--- src/rtl/boundary_scan_chain.sv ---
// WIDTH-cell boundary-scan register: capture/shift chain, staged update register,
// per-cell observe-only masking, one-bit bypass flop and a saturating shift counter.
module boundary_scan_chain #(
    parameter int               WIDTH     = 8,
    parameter logic [WIDTH-1:0] CTRL_MASK = '1,
    parameter logic [WIDTH-1:0] UPD_RESET = '0
) (
    input  logic             clock,
    input  logic             reset,
    input  logic [WIDTH-1:0] data_in,
    output logic [WIDTH-1:0] data_out,
    input  logic             testing,
    input  logic             capture,
    input  logic             shift,
    input  logic             update,
    input  logic             bypass,
    input  logic             sin,
    output logic             sout,
    output logic             full_shift
);

    localparam int CW = $clog2(WIDTH + 1);

    logic [WIDTH-1:0] shreg;
    logic [WIDTH-1:0] upd;
    logic             byp;
    logic [CW-1:0]    cnt;
    logic [WIDTH-1:0] shreg_shifted;

    // sin enters at the MSB so the LSB leaves the chain first
    generate
        if (WIDTH == 1) begin : g_single
            assign shreg_shifted = sin;
        end else begin : g_multi
            assign shreg_shifted = {sin, shreg[WIDTH-1:1]};
        end
    endgenerate

    always_ff @(posedge clock or negedge reset) begin
        if (!reset) begin
            shreg <= '0;
            upd   <= UPD_RESET;
            byp   <= 1'b0;
            cnt   <= '0;
        end else if (shift) begin
            if (bypass) begin
                byp <= sin;
            end else begin
                shreg <= shreg_shifted;
                if (cnt != CW'(WIDTH))
                    cnt <= cnt + 1'b1;
            end
        end else begin
            // update samples the pre-edge shreg even when capture reloads it
            if (capture) begin
                shreg <= data_in;
                byp   <= 1'b0;
                cnt   <= '0;
            end
            if (update)
                upd <= shreg;
        end
    end

    assign data_out   = testing ? ((upd & CTRL_MASK) | (data_in & ~CTRL_MASK)) : data_in;
    assign sout       = bypass ? byp : shreg[0];
    assign full_shift = (cnt == CW'(WIDTH));

endmodule

--- config.mk ---
export PLATFORM = sky130hd
export DESIGN_NAME = boundary_scan_chain
export DESIGN_NICKNAME = d
export VERILOG_FILES = /design/src/rtl/boundary_scan_chain.sv
export SDC_FILE = /design/constraint.sdc
export NUM_CORES = 1
export LEC_CHECK = 0
export BUFFER_PORTS_ARGS = -buffer_cell sky130_fd_sc_hd__buf_2
export CORE_MARGIN = 10
export CORE_UTILIZATION = 45
export CTS_BUF_LIST = sky130_fd_sc_hd__clkbuf_2
export DETAILED_ROUTE_END_ITERATION = 12
export GPL_ROUTABILITY_DRIVEN = 0
export GPL_TIMING_DRIVEN = 0
export PLACE_DENSITY = 0.7
export REMOVE_ABC_BUFFERS = 1
export SETUP_SLACK_MARGIN = 0.5
export SLEW_MARGIN = 10
export SYNTH_ARGS = -nofsm -noshare
export SYNTH_HDL_FRONTEND = slang
export SYNTH_SLANG_ARGS = --single-unit
--- constraint.sdc ---
create_clock -name clock -period 1.5 [get_ports clock]
set_input_delay 0.075 -clock clock [delete_from_list [all_inputs] [get_ports clock]]
set_output_delay 0.075 -clock clock [all_outputs]
set_load 0.01 [all_outputs]
Word-level counts from Yosys, hierarchy flattened
Cells that the tools add are included.

word-level totals
  flip-flop bits (word level) = 21
  output and inout bits = 10
  input port bits = 16

operators by class
  mux-type cells = 12
  equal/unequal tests = 5
  reductions and logical operators = 5
  bitwise logic cells = 1
  $add $sub $neg = 1

operator list
  kind                                            count
  2-to-1 mux 8 bit                                4
  2-to-1 mux 4 bit                                4
  AND reduction 2 bit                             3
  adder 4 x 1 -> 4 bit (second input constant)    1
  equality test 4 bit (second input constant)     1
  2-to-1 mux 1 bit                                4
  != test 2 x 1 -> 1 bit (second input constant)  2
  != test 4 bit (second input constant)           1
  AND reduction 3 bit                             1
  != test 2 bit (second input constant)           1
  nonzero test 2 bit                              1
  NOT 1 bit                                       1

Logic depth before layout (Yosys ltp)
Gate-level depths: netlist of run 1.

  depth in word-level cells = 4
  gate-level depth with buffers = 5
  gate-level depth less buffers = 5

Worst setup path before layout of run 1
Ideal clock, no wire load.

  path kind = register -> register
  start point = register cnt[0]
  end point = register cnt[0]
  buffers on the path = 0
  slack = 0.021 ns
  stages on the path, launching flop included = 6
  arrival time = 1.351 ns
  clock period less this slack = 1.479 ns
  path through = dfrtp_1 inv_1 ha_1 and3b_1 nor3b_2 mux2_1

between the ends
  cells in the longest elaborated chain, start to end = 4
  elaborated cells between the ends (all ways) = 7
  classes of those cells = add/sub: 1; eq/ne: 2; mux: 3; reduce/logical: 1

ends and longest elaborated chain
  what                    RTL line  text
  start, declared         27        logic [CW-1:0] cnt;
  start signal, assigned  51        cnt <= cnt + 1'b1;
  adder 4 x 1 -> 4 bit    51
  2-to-1 mux 4 bit        50        if (cnt != CW'(WIDTH))
  2-to-1 mux 4 bit        46        if (bypass) begin
  2-to-1 mux 4 bit        45        end else if (shift) begin

Parallel ways exist; a longest one is shown, timed or not. The select of a mux whose other input is x is not followed.
A chain may end at the register's enable or synchronous reset.

Worst setup path after layout of run 1
  start point = register cnt[1]
  end point = register cnt[0]

between the ends
  cells in the longest elaborated chain, start to end = 3

ends and longest elaborated chain
  what                              RTL line
  != test 4 bit                     50
  != test 2 x 1 -> 1 bit (no line)  n/a
  AND reduction 3 bit (no line)     n/a

No other way between the ends.

==> out/qor.txt, run 1 <==
Fraction of layout cells with a size suffix above 1: 0.4779
Synth Flop Type: dfrtp_1
Outcome: completed
Synth area leaders: dfrtp_1 (46%), mux2_1 (13%), mux2_2 (7.8%)
Setup Viol. Count Final: 0
Sequential-to-total area share from yosys stat: 0.4555
1st-pass router iterations: 4
Leakage power: 0.7375 nW
Fin util: 0.6442
Insertion delay to the later sink of the worst-skew pair: 330 ps
CTS max path bufs: 2
Die area: 4989 um^2
Register share of total power: 0.462
Total congestion overflow: 0
CP endpoint kind: flip-flop
TritonCTS buffer count: 3
Worst endpoint required time: 1730 ps
DR DRC count: 0
Peak Freq: 674.8 MHz
Clock network power share: 0.151
Post-route ant nets: 0
Syn avg cell area: 11.65 um^2
Routed WL: 2728 um
Final Hold Viols: 0
Num Clock Sinks: 21
Root buf cell: clkbuf_2
Fin crit period: 1482 ps
HP Class: input pin to flip-flop
Worst r2r dst: cnt[0]
RR Startpoint: cnt[1]
Final worst path period share: 0.9880
Setup CP Type: flip-flop to flip-flop
Arr. time, crit path: 1710 ps
Register bit total from synthesis: 21
Pin count of the biggest net entering global routing: 25
Internal power: 1.122 mW
H-Tree Depth: 1
First-pass GRT wire length: 4498 um
Post-Synthesis Cells: 99
Max capacitance violation total: 0
Post-route cell area: 1582 um^2
End point of the critical path: cnt[0]
Clock slew at reported path FFs: 200 ps
Area share of the leading cell type in the synthesized netlist: 0.4555
Slew margin rel.: 0.6707
# IOs: 26
Placed Cells: 148
CP startpoint: cnt[1]
Total track usage: 0.1070
Post-place instance area: 1287 um^2
Post-synth EDFFs: 0
Cell with the most instances after synthesis: dfrtp_1
RSZ-0062 raised after global routing: yes
FFs w/ async S/R, synth: 1.000
Switch share: 0.3006
Core area: 2455 um^2
Vias in the first global route: 976
Post-detail-place hpwl: 1735 um
Final Skew: 9.543 ps
Post-synth cell types: 19
Fin cells: 166
NetSw: 0.4824 mW
Reg2Reg Depth: 5
Die X-Extent: 70.63 um
Worst slew pin tran: 493.9 ps
FP Rows: 18
DR iter-0 viols: 39
Pins Over Slew Limit: 0
Final hold slack: 28.17 ps
Pwr/cell area: 1015 nW/um^2
N_diodes: 0
VDD IR max: 0.0007134 V
Worst Path Max Fanout: 2
R2R setup slack: 20 ps
Die span in y: 70.63 um
Fin nets: 155
CTS tree: built
Combinational power share: 0.386
Initial antenna violation count: 0
YS warnings: 0
Avg WL per Cell: 16.43 um
Mapped Area: 1154 um^2
Via Count: 907
Syn-to-layout area delta: 37.09%
Post-synth top cells: dfrtp_1 (21), mux2_1 (13), a21oi_1 (10), nor2b_1 (10), mux2_2 (8)
Synth area leader: dfrtp_1
Vias/cell: 5.464
Initial Util: 0.4699
Port buffer count: 25
CP startpoint kind: flip-flop
Worst hold stages: 3
Post-layout power: 1.605 mW
==> cells in the final DEF, fill, tap and decap left out <==
cell	n
dfrtp_1	21
ha_1	1
a21oi_1	10
buf_2	16
and3b_2	1
nor2b_1	7
clkbuf_2	4
nor2b_4	2
nand4b_1	1
nor3b_1	1
nor2b_2	1
nor2_1	4
mux2i_1	7
buf_4	10
xnor2_1	1
o21a_1	1
a211oi_1	3
mux2_4	11
nor3b_4	1
ha_4	1
dlygate4sd3_1	1
mux2_1	10
buf_6	12
inv_2	2
a211oi_2	4
a22o_1	3
==> layout make-up <==
class	instances	area (um^2)
repair buffers	39	300.3
flip-flops and latches	21	525.5
well taps	30	37.54
multi-input cells	70	690.7
fillers	199	873.3
inverters	2	7.507
clock buffers	4	20.02
==> metal layers <==
metal,vias to the layer above,part of all wire,global-route usage
li1,430,-,-
met1,441,0.43,0.1249
met2,31,0.49,0.1747
met3,5,0.064,0.04463
met4,0,0.014,0.03226
met5,-,0,0
==> worst max-delay path, cell delays in order, from the launching register on <==
cell     delay [ps]
dfrtp_1         400
inv_2            60
ha_4            150
and3b_2         230
nor3b_4         230
mux2_4          320
==> sequential cells by signal (all words and copies together) (netlist names) <==
name and cells:
cnt 4, byp 1, upd 8, shreg 8
==> through the flow <==
stage / setup TNS [ps] / setup slack, ps
after CTS: 0 / 22.98
final: 0 / 18.05
after detailed placement: -106.3 / -44.45
after floorplan: 0 / 21.33
after global placement: -72.66 / -10.16
after global routing: -68.31 / -36.13
==> what timing repair did <==
| item | in CTS | in global routing |
|---|---|---|
| hold buffers | 1 | 0 |
| setup endpoints to repair | 22 | 22 |
| buffers inserted | 5 | 8 |
| resized for setup | 22 | 16 |
| endpoints found under the hold margin | 21 | 0 |
| pin swaps | 2 | 9 |
==> cells by family (layout without fill, tap and decap cells) <==
| logic type | Yosys count | in the layout | synth area share |
|---|---|---|---|
| fa+ha+maj | 2 | 2 | 0.02169 |
| xor+xnor | 1 | 1 | 0.007594 |
| mux | 28 | 28 | 0.2657 |
| compound gates | 21 | 21 | 0.1182 |
| buf+inv | 8 | 45 | 0.03145 |
| flops | 21 | 21 | 0.4555 |
| simple gates | 18 | 18 | 0.09978 |
==> power groups by stage <==
stage	Sequential, mW	Clock (mW)	Combinational [mW]
after floorplan	0.732	0	0.239
after global routing	0.755	0.275	0.679
after detailed placement	0.754	0	0.368
after CTS	0.741	0.241	0.516
final	0.742	0.243	0.620
after global placement	0.749	0	0.353
==> worst min path at each step <==
stage                     to       start
floorplan                byp       reset
detailed placement    cnt[0]       reset
global route        shreg[3]  data_in[3]
CTS                 shreg[3]  data_in[3]
global placement      cnt[2]       reset
finish              shreg[3]  data_in[3]
No activity file was read; power rests on OpenSTA's default activity.
==> run 2, diff against run 1 <==
--- a/config.mk
+++ b/config.mk
@@ -9,12 +9,14 @@
 export CORE_MARGIN = 10
 export CORE_UTILIZATION = 45
 export CTS_BUF_LIST = sky130_fd_sc_hd__clkbuf_2
+export CTS_CLUSTER_DIAMETER = 50
 export DETAILED_ROUTE_END_ITERATION = 12
 export GPL_ROUTABILITY_DRIVEN = 0
 export GPL_TIMING_DRIVEN = 0
 export PLACE_DENSITY = 0.7
 export REMOVE_ABC_BUFFERS = 1
 export SETUP_SLACK_MARGIN = 0.5
+export SKIP_LAST_GASP = 1
 export SLEW_MARGIN = 10
 export SYNTH_ARGS = -nofsm -noshare
 export SYNTH_HDL_FRONTEND = slang
==> constraint.sdc (replaced) <==
create_clock -name clock -period 1.5 [get_ports clock]
set_input_delay 0.15 -clock clock [delete_from_list [all_inputs] [get_ports clock]]
set_output_delay 0.15 -clock clock [all_outputs]
set_load 0.01 [all_outputs]
==> out/qor.txt, run 2 (same netlist as run 1, synthesis figures left out) <==
Final worst path period share: 0.9942 (+0.006213)
RR Startpoint: cnt[1]
HP Class: input pin to flip-flop
Post-detail-place hpwl: 1735 um (unchanged)
Die area: 4989 um^2 (unchanged)
CTS max path bufs: 2 (unchanged)
N_diodes: 0 (unchanged)
Met2 usage: 0.1747 (unchanged)
Hold Path Origin: data_in[3]
CTS tree: built
FP Rows: 18 (unchanged)
Pwr/cell area: 1008 nW/um^2 (-0.68%)
Slew margin rel.: 0.6698 (-0.0009080)
Setup TNS Final: 0 ps (unchanged)
Top Usage Layer GRT: met2
First-pass GRT wire length: 4498 um (unchanged)
Port buffer count: 25 (unchanged)
Worst hold stages: 3 (unchanged)
R2R setup slack: 9 ps (about the same)
Outcome: completed
Final Hold Viols: 0 (unchanged)
TritonCTS buffer count: 3 (unchanged)
Num Clock Sinks: 21 (unchanged)
Fin cells: 166 (unchanged)
DR DRC count: 0 (unchanged)
DR iter-0 viols: 56 (+44%)
Total track usage: 0.1070 (unchanged)
Fraction of layout cells with a size suffix above 1: 0.4706 (-0.007353)
Setup slack after layout: 8.728 ps (-9.319 ps)
Post-layout power: 1.601 mW (-0.21%)
DP Worst Slack: -80.76 ps (-36.32 ps)
Avg WL per Cell: 16.34 um (-0.55%)
RSZ-0062 raised after global routing: yes
Fin crit period: 1491 ps (+9.319 ps)
Commonest non-fill, non-tap cell in the layout: dfrtp_1
H-Tree Depth: 1 (unchanged)
Max capacitance violation total: 0 (unchanged)
Worst endpoint required time: 1730 ps (about the same)
Total congestion overflow: 0 (unchanged)
Initial Util: 0.4699 (unchanged)
# IOs: 26 (unchanged)
Placed Cells: 148 (unchanged)
VDD IR max: 0.0007192 V (+0.82%)
CP startpoint kind: flip-flop
Die X-Extent: 70.63 um (unchanged)
Leakage power: 0.7383 nW (+0.11%)
Pin count of the biggest net entering global routing: 25 (unchanged)
Worst r2r dst: cnt[0]
Worst Path Max Fanout: 2 (unchanged)
Vias in the first global route: 976 (unchanged)
Final Skew: 13.08 ps (+3.533 ps)
Fin nets: 155 (unchanged)
Routed WL: 2713 um (-0.55%)
1st-pass router iterations: 4 (unchanged)
Hold Path Sink: shreg[3]
Core area: 2455 um^2 (unchanged)
Post-route ant nets: 0 (unchanged)
Initial antenna violation count: 0 (unchanged)
Syn-to-layout area delta: 37.74%
Met3 Use GR: 0.04463 (unchanged)
Most frequent cells in the layout: dfrtp_1 (21), buf_2 (15), buf_6 (13)
Post-place instance area: 1287 um^2 (unchanged)
Post-route cell area: 1589 um^2 (+0.47%)
CP endpoint kind: flip-flop
Peak Freq: 670.6 MHz (-0.62%)
Die span in y: 70.63 um (unchanged)
Vias/cell: 5.380 (-1.5%)
Insertion delay to the later sink of the worst-skew pair: 330 ps (about the same)
Clock slew at reported path FFs: 200 ps (about the same)
Worst slew pin tran: 495.3 ps (+1.361 ps)
Via Count: 893 (-1.5%)
Setup CP Type: flip-flop to flip-flop
Root buf cell: clkbuf_2
Largest regs: shreg: 8 flops, upd: 8 flops, cnt: 4 flops
Met1 usage: 0.1249 (unchanged)
CP startpoint: cnt[1]
Reg2Reg Depth: 5 (unchanged)
Arr. time, crit path: 1720 ps (about the same)
Setup Viol. Count Final: 0 (unchanged)
Pins Over Slew Limit: 0 (unchanged)
run 2: worst max path at each step:
stage / cells past startpoint / endpoint / slack [ps]
3_3_place_gp: 3 / upd[2] / -90
6_report: 5 / cnt[0] / 9
5_1_grt: 5 / cnt[0] / -40
2_1_floorplan: 5 / cnt[0] / 20
4_1_cts: 5 / cnt[0] / 20
3_5_place_dp: 3 / upd[6] / -80
run 2: worst max-delay path, stage by stage (launching register included):
cell,delay [ps]
dfrtp_1,400
inv_2,60
ha_4,150
and3b_2,230
nor3b_4,230
mux2_4,320
run 2: stage by stage:
step,hold slack (ps),utilization
2_1_floorplan,-145.6,-
3_3_place_gp,137.0,0.5245
3_5_place_dp,139.3,0.5245
4_1_cts,108.8,0.5923
5_1_grt,76.91,0.6473
6_report,102.8,0.6473
run 2: timing repair:
action / 4_1_cts / 5_1_grt
resized for setup: 22 / 17
endpoints found under the hold margin: 21 / 0
hold buffers: 1 / 0
buffers inserted: 5 / 8
setup endpoints to repair: 22 / 25
gates cloned: 0 / 0
pin swaps: 2 / 9
run 2: layout make-up:
cell class	instances	area [um^2]
clock buffers	4	20.02
well taps	30	37.54
multi-input cells	70	691.9
repair buffers	39	306.5
fillers	197	865.8
inverters	2	7.507
flip-flops and latches	21	525.5
run 2: power by group:
part	switching (mW)	internal (mW)
combinational	0.239	0.377
sequential	0.0713	0.671
clock	0.172	0.0706
total	0.483	1.12
run 2: per-layer routing:
| layer | part of all wire | vias up |
|---|---|---|
| li1 | - | 429 |
| met1 | 0.44 | 435 |
| met2 | 0.49 | 24 |
| met3 | 0.058 | 5 |
| met4 | 0.013 | 0 |
| met5 | 0 | - |
==> run 3, diff against run 2 <==
--- a/config.mk
+++ b/config.mk
@@ -5,6 +5,7 @@
 export SDC_FILE = /design/constraint.sdc
 export NUM_CORES = 1
 export LEC_CHECK = 0
+export ABC_AREA = 1
 export BUFFER_PORTS_ARGS = -buffer_cell sky130_fd_sc_hd__buf_2
 export CORE_MARGIN = 10
 export CORE_UTILIZATION = 45
==> out/qor.txt, run 3 <==
Outcome: completed
Post-route cell area: 1488 um^2 (-6.4%)
Post-detail-place hpwl: 1822 um (+5.0%)
Setup CP Type: flip-flop to output pin
DR DRC count: 0 (unchanged)
Max capacitance violation total: 0 (unchanged)
1st-pass router iterations: 4 (unchanged)
Pin count of the biggest net entering global routing: 22 (-12%)
Register bit total from synthesis: 21 (unchanged)
Area share of the leading cell type in the synthesized netlist: 0.4757 (+0.02012)
Routed WL: 2736 um (+0.85%)
CP endpoint kind: output pin
H-Tree Depth: 1 (unchanged)
Vias in the first global route: 985 (+0.92%)
Total track usage: 0.1063 (-0.0006655)
Clock slew at reported path FFs: 200 ps (about the same)
Die area: 4837 um^2 (-3.0%)
Adder-cell area share of the yosys netlist: 0.02265 (+0.0009581)
Pins Over Slew Limit: 0 (unchanged)
Arr. time, crit path: 1200 ps (-520 ps)
Post-Synthesis Cells: 122 (+23%)
DR iter-0 viols: 56 (unchanged)
Post-synth EDFFs: 0 (unchanged)
FP Rows: 17 (-1)
FFs w/ async S/R, synth: 1.000 (unchanged)
HP Class: input pin to flip-flop
Xor/xnor share of the synthesized area: 0.007928 (+0.0003353)
Root buf cell: clkbuf_2
Worst slew pin tran: 474.0 ps (-21.26 ps)
Fin nets: 178 (+15%)
Total congestion overflow: 0 (unchanged)
Final worst path period share: 0.9011 (-0.09305)
Syn avg cell area: 9.056 um^2 (-22%)
Commonest non-fill, non-tap cell in the layout: nand2_1
Vias/cell: 5.128 (-4.7%)
Sequential-to-total area share from yosys stat: 0.4757 (+0.02012)
Die span in y: 69.55 um (-1.5%)
Syn-to-layout area delta: 34.65%
N_diodes: 0 (unchanged)
Insertion delay to the later sink of the worst-skew pair: 320 ps (about the same)
CTS tree: built
Largest regs: shreg: 8 flops, upd: 8 flops, cnt: 4 flops
CP startpoint kind: flip-flop
# IOs: 26 (unchanged)
Post-synth top cells: nand2_1 (26), dfrtp_1 (21), o21ai_0 (21)
Simple logic cell fraction of the synthesized area: 0.1438 (+0.04404)
Leakage power: 0.7456 nW (+0.99%)
Post-synth cell types: 20 (+1)
Post-synthesis mux area share: 0.07135 (-0.1944)
Avg WL per Cell: 14.63 um (-10%)
CTS max path bufs: 2 (unchanged)
Core area: 2276 um^2 (-7.3%)
Cell with the most instances after synthesis: nand2_1
Die X-Extent: 69.55 um (-1.5%)
VDD IR max: 0.0006961 V (-3.2%)
Synth area leader: dfrtp_1
Initial Util: 0.4854 (+0.01550)
Fill cell count: 203 (+3.0%)
Post-route ant nets: 0 (unchanged)
Fraction of layout cells with a size suffix above 1: 0.4088 (-0.06178)
Post-place instance area: 1227 um^2 (-4.7%)
Post-layout power: 1.470 mW (-8.2%)
Setup TNS Final: 0 ps (unchanged)
Fin crit period: 1352 ps (-139.6 ps)
Initial antenna violation count: 0 (unchanged)
YS warnings: 0 (unchanged)
Pwr/cell area: 988.4 nW/um^2 (-1.9%)
RSZ-0062 raised after global routing: yes
Mapped Area: 1105 um^2 (-4.2%)
Port buffer count: 25 (unchanged)
Compound-gate portion of the synthesized area: 0.1857 (+0.06751)
Synth Flop Type: dfrtp_1
Most frequent cells in the layout: nand2_1 (24), dfrtp_1 (21), o21ai_0 (18)
Peak Freq: 739.8 MHz (+10%)
First-pass GRT wire length: 4388 um (-2.4%)
Via Count: 959 (+7.4%)
Worst Path Max Fanout: 2 (unchanged)
Slew margin rel.: 0.6840 (+0.01418)
Final Skew: 3.927 ps (-9.149 ps)
Final Hold Viols: 0 (unchanged)
Setup Viol. Count Final: 0 (unchanged)
Num Clock Sinks: 21 (unchanged)
Synth area leaders: dfrtp_1 (48%), o21ai_0 (9.5%), nand2_1 (8.8%)
Worst endpoint required time: 1350 ps (-380 ps)
TritonCTS buffer count: 3 (unchanged)
Largest family of logic cells by synthesized area: compound AO/OA/AOI/OAI gates
[run 3: what timing repair did]
item | in CTS | in global routing
cloned | 0 | 0
endpoints found under the hold margin | 21 | 0
pin swaps | 3 | 5
gates resized for setup | 26 | 7
buffers inserted | 5 | 7
hold buffers | 1 | 0
setup endpoints to repair | 14 | 17
[run 3: worst max-delay path, cell delays in order, from the launching register on]
cell	delay, ps
dfrtp_1	440
inv_2	80
ha_4	140
nand3_4	60
inv_2	70
buf_6	90
[run 3: path summary, 6_finish.rpt]
| path | start | end | slack [ps] | depth (start not counted) |
|---|---|---|---|---|
| max in group asynchronous | reset | shreg[6] | 900 | 2 |
| max reg2reg | cnt[1] | cnt[2] | 160 | 9 |
| min reg2reg | upd[6] | upd[6] | 520 | 2 |
| min in group asynchronous | reset | upd[1] | 280 | 2 |
| max | cnt[1] | full_shift | 150 | 5 |
| min | sin | byp | 80 | 3 |
[run 3: kinds of logic after synthesis]
kind of cell	count (synthesis)
xor+xnor	1
compound gates	33
buf+inv	21
simple gates	37
mux	7
fa+ha+maj	2
flops	21
[run 3: layout make-up]
type / instances / area, um^2 / area share
Multi-Input combinational cell: 80 / 550.5 / 0.3701
Clock buffer: 4 / 20.02 / 0.01346
Timing Repair Buffer: 38 / 291.5 / 0.1960
Tap cell: 28 / 35.03 / 0.02355
Sequential cell: 21 / 525.5 / 0.3532
Inverter: 16 / 65.06 / 0.04373
[run 3: per-layer routing]
layer	global-route usage	part of all wire
met1	0.1084	0.43
met2	0.1905	0.52
met3	0.04565	0.055
met4	0.03104	0.0037
met5	0	0
[run 3: power by group]
part	switching, mW	leakage, nW	internal [mW]
clock	0.172	0.0166	0.0706
combinational	0.252	0.466	0.269
sequential	0.0479	0.263	0.658
total	0.472	0.746	0.998
[run 3: stage by stage]
stage | hold WS, ps | setup WS, ps | util | instances
2_1_floorplan | -145.6 | 367.7 | - | 117
6_report | 79.39 | 148.3 | 0.6537 | 187
4_1_cts | 70.65 | 137.6 | 0.6146 | 180
3_3_place_gp | 135.7 | 244.3 | 0.5393 | 170
5_1_grt | 60.71 | 45.18 | 0.6537 | 187
3_5_place_dp | 134.8 | 179.5 | 0.5393 | 170
